==> src/rtl/byte_assembler.sv <==
// Serial-to-parallel byte assembler: MSB-first bits qualified by i_svalid,
// framed by i_start, with an idle-cycle timeout that aborts partial bytes.
module byte_assembler #(
    parameter int TIMEOUT = 16
) (
    input  logic       i_clk,
    input  logic       i_rst_n,
    input  logic       i_start,
    input  logic       i_sdata,
    input  logic       i_svalid,
    output logic [7:0] o_data,
    output logic       o_load,
    output logic       o_busy,
    output logic       o_err
);
    localparam int IW = $clog2(TIMEOUT + 1);

    localparam logic [1:0] S_IDLE  = 2'd0;
    localparam logic [1:0] S_SHIFT = 2'd1;
    localparam logic [1:0] S_DONE  = 2'd2;

    logic [1:0]    state_q, state_d;
    logic [2:0]    bcnt_q, bcnt_d;
    logic [IW-1:0] idle_q, idle_d;
    logic [IW-1:0] idle_inc;
    logic [7:0]    shreg_q, shreg_d;
    logic [7:0]    data_q, data_d;
    logic          err_q, err_d;
    logic [7:0]    shifted;

    assign shifted  = {shreg_q[6:0], i_sdata};
    assign idle_inc = idle_q + IW'(1);

    always_comb begin
        state_d = state_q;
        bcnt_d  = bcnt_q;
        idle_d  = idle_q;
        shreg_d = shreg_q;
        data_d  = data_q;
        err_d   = 1'b0;
        case (state_q)
            S_IDLE: begin
                if (i_start) begin
                    state_d = S_SHIFT;
                    bcnt_d  = 3'd0;
                    idle_d  = '0;
                    shreg_d = 8'h00;
                end
            end
            S_SHIFT: begin
                // A start strobe restarts the frame and outranks data and timeout.
                if (i_start) begin
                    bcnt_d  = 3'd0;
                    idle_d  = '0;
                    shreg_d = 8'h00;
                end else if (i_svalid) begin
                    shreg_d = shifted;
                    bcnt_d  = bcnt_q + 3'd1;
                    idle_d  = '0;
                    if (bcnt_q == 3'd7) begin
                        state_d = S_DONE;
                        data_d  = shifted;
                    end
                end else if (idle_inc == IW'(TIMEOUT)) begin
                    state_d = S_IDLE;
                    err_d   = 1'b1;
                    bcnt_d  = 3'd0;
                    idle_d  = '0;
                    shreg_d = 8'h00;
                end else begin
                    idle_d = idle_inc;
                end
            end
            S_DONE: begin
                bcnt_d  = 3'd0;
                idle_d  = '0;
                shreg_d = 8'h00;
                state_d = i_start ? S_SHIFT : S_IDLE;
            end
            default: state_d = S_IDLE;
        endcase
    end

    always_ff @(posedge i_clk or negedge i_rst_n) begin
        if (!i_rst_n) begin
            state_q <= S_IDLE;
            bcnt_q  <= 3'd0;
            idle_q  <= '0;
            shreg_q <= 8'h00;
            data_q  <= 8'h00;
            err_q   <= 1'b0;
        end else begin
            state_q <= state_d;
            bcnt_q  <= bcnt_d;
            idle_q  <= idle_d;
            shreg_q <= shreg_d;
            data_q  <= data_d;
            err_q   <= err_d;
        end
    end

    assign o_data = data_q;
    assign o_load = (state_q == S_DONE);
    assign o_busy = (state_q == S_SHIFT);
    assign o_err  = err_q;
endmodule

==> config.mk <==
export PLATFORM = sky130hd
export DESIGN_NAME = byte_assembler
export DESIGN_NICKNAME = d
export VERILOG_FILES = /design/src/rtl/byte_assembler.sv
export SDC_FILE = /design/constraint.sdc
export NUM_CORES = 1
export LEC_CHECK = 0
export ABC_CLOCK_PERIOD_IN_PS = 1470
export CAP_MARGIN = 10
export CORE_ASPECT_RATIO = 1.2
export CORE_UTILIZATION = 47
export CTS_CLUSTER_SIZE = 30
export DETAILED_ROUTE_END_ITERATION = 10
export GPL_TIMING_DRIVEN = 0
export PLACE_DENSITY = 0.73
export SLEW_MARGIN = 30
export SYNTH_ARGS = -nofsm -noshare
export SYNTH_HDL_FRONTEND = slang
export SYNTH_SLANG_ARGS = --single-unit
==> constraint.sdc <==
create_clock -name i_clk -period 1.47 [get_ports i_clk]
set_input_delay 0.2205 -clock i_clk [delete_from_list [all_inputs] [get_ports i_clk]]
set_output_delay 0.2205 -clock i_clk [all_outputs]
set_load 0.01 [all_outputs]
Yosys cells after proc, flatten, opt, wreduce, memory -nomap -nowiden:

Index checks and enable logic that the tools add are counted.

* input port bits: 5
* memory bits (writable): 0
* flip-flop bits (word level): 26
* output and inout bits: 11
* memories kept: 0
* bits in read-only memories: 0
* latch bits: 0

* $add $sub $neg: 2
* multiplexer cells: 26
* eq/ne operators: 9
* bitwise logic cells: 1
* shifts and indexed selects: 0
* div/mod/pow operators: 0
* reductions and logical operators: 6
* magnitude comparators: 0
* $mul: 0

Operators with widths (number)
* 7-bit 2-to-1 mux: 4
* 7-bit one-hot mux with 3 select lines: 1
* 5-bit 2-to-1 mux: 4
* 5-bit one-hot mux with 3 select lines: 1
* 3-bit 2-to-1 mux: 4
* 2-bit 2-to-1 mux: 5
* 3-bit one-hot mux with 3 select lines: 1
* 4-bit AND reduction: 2
* 3-bit by 2-bit inequality test with 1-bit output, second input constant: 2
* 2-bit one-hot mux with 3 select lines: 1
* 5-bit by 1-bit adder with 5-bit output, second input constant: 1
* 5-bit equality test, second input constant: 1
* 1-bit 2-to-1 mux: 5
* 2-bit inequality test, second input constant: 2
* 4-bit by 3-bit inequality test with 1-bit output, second input constant: 1
* 3-bit by 1-bit adder with 3-bit output, second input constant: 1
* 3-bit equality test, second input constant: 1
* 3-bit AND reduction: 1
* 3-bit nonzero test: 1
* 2-bit by 1-bit equality test with 1-bit output, second input constant: 1
* 2-bit equality test, second input constant: 1
* 2-bit logical NOT: 1
* 2-bit AND reduction: 1
* 1-bit inverter: 1

Longest topological paths before layout:

* depth in word-level cells: 6
* gate-level depth with buffers: 5
* gate-level depth less buffers: 5

Worst setup path after synthesis:

OpenSTA, ideal clock, no wires.

* path kind: register to register
* start: register state_q[1]
* end: register data_q[0], in the netlist o_data[0]
* cell stages (with the launch flop): 4
* required time: 1.345 ns
* slack: -0.071 ns
* buffers on the path: 0
* arrival: 1.416 ns
* path through: dfrtp_1 or3b_4 nor2_8 mux2_2

* longest elaborated chain between the ends: 2

Ends and longest elaborated chain
* from (decl): line 22 `logic [1:0] state_q, state_d;`
* from (signal assigned): line 93 `state_q <= state_d;`
* 2-bit by 1-bit equality test with 1-bit output: line 41 `case (state_q)`
* 4-bit AND reduction (no source line)
* to (signal assigned): line 97 `data_q <= data_d;`
* to (decl): line 27 `logic [7:0] data_q, data_d;`

Every way passes these cells.
A chain may end at the register's enable or synchronous reset.

Worst setup path in the final report:

* start: input i_svalid
* end: register bcnt_q[0]

* longest elaborated chain between the ends: 3
* elaborated cells on any way between the ends: 5
* classes of those cells: eq/ne (1); mux (3); reduce/logical (1)

Ends and longest elaborated chain
* from (decl): line 10 `input logic i_svalid,`
* 3-bit 2-to-1 mux: line 56 `end else if (i_svalid) begin`
* 3-bit 2-to-1 mux: line 52 `if (i_start) begin`
* 3-bit one-hot mux with 3 select lines: line 41
* to (signal assigned): line 94 `bcnt_q <= bcnt_d;`
* to (decl): line 23 `logic [2:0] bcnt_q, bcnt_d;`

Several ways; a longest one is shown, not always the timed one.

==> metrics <==
outcome=finished, violations left; violated checks=setup timing; worst hold margin=0.415 ns; Peak VDD IR=0.755 mV; CTS tree=done; Fin. Hold Viols=0; Yosys warning total=0; pre-CTS setup slack=-0.414 ns; Crit Path Max Fanout=6; Post-DP HPWL=1.34 mm; Die Y=56.5 µm; top post-synthesis cells by area=dfrtp_1 (56%), mux2_2 (7.7%), a22o_1 (7.5%), nor2_8 (3.4%), ha_1 (3.2%); crit path buf inv count=1; worst reg2reg path depth=4; number of global-route vias before repair=875; Finished Cell Area=1680 µm²; area of the die=2680 µm²; critical path type=input port to flip-flop; Max-slew headroom=62.8%; Final nets=132; via count=866; Final ANT Viol Nets=0; TritonCTS buffer count=3; root buffer cell=clkbuf_4; count of different cell masters after synthesis=28; 1st-pass router iterations=3; Post-Place Cells=131; Seq/Total Area, Yosys=55.9%; Slowest-stage cell, CP=clkdlybuf4s50_1; Max Cap Viol=0; std cell rows=19; prevailing post-synth register cell=dfrtp_1; number of port buffers=15; GRT Total Usage=20.3%; largest net degree at the start of global routing=27; Post-Syn Instances=85; max-slew violations=0; startpoint class of the critical path=input port; Crit. End Element=flip-flop; CTS Sinks=26; core outline area=2310 µm²; Max H-tree Level=1; Routability Congestion=0.803; first-pass GRT wire length=3.95 mm; Die Wd=47.4 µm; fmax=0.600 GHz; LEAKAGE=0.937 nW; I/O Pins=16; share of layout cells above drive strength 1=42.3%; initial antenna violation count=0; initial DRC count=10; Synth Cell Area=1160 µm²; Synthesized Nets=93; top cell type's share of synthesized area=55.9%; crit-path cells=clkdlybuf4s50_1 -> nor2_1 -> a211oi_4 -> o2bb2ai_4 -> mux2_4; fin util=72.8%; final global-route overflow total=0; synthesized flop and latch total=26; crit path DAT=1.89 ns; Stages on worst setup path=5; fin crit period=1.67 ns; setup slack after layout=-0.196 ns; Setup TNS Final=-2.90 ns; Worst-path clk slew=0.14 ns; Cell Area, Placed=1350 µm²; worst hold path type=input port to async pin; CTS Buffer Depth=2; ys async rst share=100%; Diodes inserted=0; Slew @ Worst Pin=0.558 ns; total chip power=1.37 mW; Post-Layout Cell Count=154; CP top delay family=buffers and inverters; Starting Density=50.5%; CP peak stage delay=0.71 ns; drc violations=0; clock latency at the later pin of the worst-skew pair=0.32 ns; Cell Pwr Density=818 nW/µm²; RSZ-0062 raised after global routing=true; Total Routed Length=2.58 mm; final setup fails=24; synth cell count leaders=dfrtp_1 (26), a22o_1 (10), mux2_2 (8); area leader, netlist=dfrtp_1; area delta synth->final=44.2%; Required @ worst endpoint=1.69 ns; top-count cell post-synth=dfrtp_1; Final period util=113%; number of synthesized flops with an enable pin=0; clock skew=0.00633 ns; synthesized area per cell=13.7 µm²; drt via density=5.62; WL/cell=16.7 µm
cells by family (layout without fill, tap and decap cells):
group	Yosys count	count (layout)	synth area share (%)
flops	26	26	55.9
compound gates	24	25	17.5
simple gates	20	21	12.7
mux	10	10	10.0
fa+ha+maj	3	3	3.23
buf+inv	2	38	0.645
cell usage in the layout (no fill, tap or decap), types with 2 or more instances in the layout:
cell type	n
nor2_8	2
nand2_1	3
ha_1	2
clkbuf_4	3
o21ai_1	4
o2bb2ai_4	2
dfrtp_2	3
mux2_4	9
buf_2	2
nor2_4	2
a22o_1	10
nor2b_1	2
clkdlybuf4s50_1	3
dlymetal6s2s_1	8
dfrtp_1	23
buf_6	4
buf_4	13
nor2_1	3
inv_1	2
registers in the layout, indices dropped and copies added, names as in the netlist:
| name | count |
|---|---|
| state_q | 2 |
| o_data | 8 |
| bcnt_q | 3 |
| idle_q | 5 |
| o_err | 1 |
| shreg_q | 7 |
cell type report:
type	instances	area, µm²
inverters	2	7.51
flip-flops and latches	26	654
clock inverters	1	30.0
well taps	31	38.8
multi-input cells	59	623
fillers	166	628
repair buffers	32	302
clock buffers	3	22.5
power breakdown:
group / leakage, nW / switching (mW) / internal (mW)
combinational: 0.560 / 0.0698 / 0.0655
sequential: 0.349 / 0.0155 / 0.734
clock: 0.0279 / 0.211 / 0.276
routing by layer:
metal | GRT usage [%] | vias up | share of wire (%)
met5 | 0 | - | 0
met4 | 6.53 | 0 | 1.7
met3 | 5.14 | 6 | 2.7
met2 | 31.9 | 15 | 53
met1 | 26.6 | 446 | 43
li1 | - | 399 | -
repair_timing:
| action | CTS | global route |
|---|---|---|
| endpoints found under the hold margin | 26 | 0 |
| buffers inserted | 7 | 9 |
| hold buffers | 1 | 0 |
| gates cloned | 1 | 1 |
| gates resized for setup | 22 | 24 |
| setup endpoints to repair | 22 | 33 |
| pin swaps | 4 | 10 |
final timing paths:
kind | to | slack [ns] | startpoint
worst max register to register | o_data[4] | -0.15 | state_q[1]
min in group i_clk | shreg_q[6] | 0.52 | shreg_q[6]
worst min-delay path | shreg_q[5] | 0.42 | i_rst_n
worst max-delay path | bcnt_q[0] | -0.20 | i_svalid
max in group asynchronous | state_q[1] | 0.66 | i_rst_n
worst min register to register | shreg_q[6] | 0.52 | shreg_q[6]
worst register-to-register path, stage by stage, from the launching register on:
cell and delay [ns]:
dfrtp_2 0.44, buf_6 0.12, or3b_4 0.47, nor2_4 0.20, mux2_4 0.31
(Power assumes the default switching activity.)
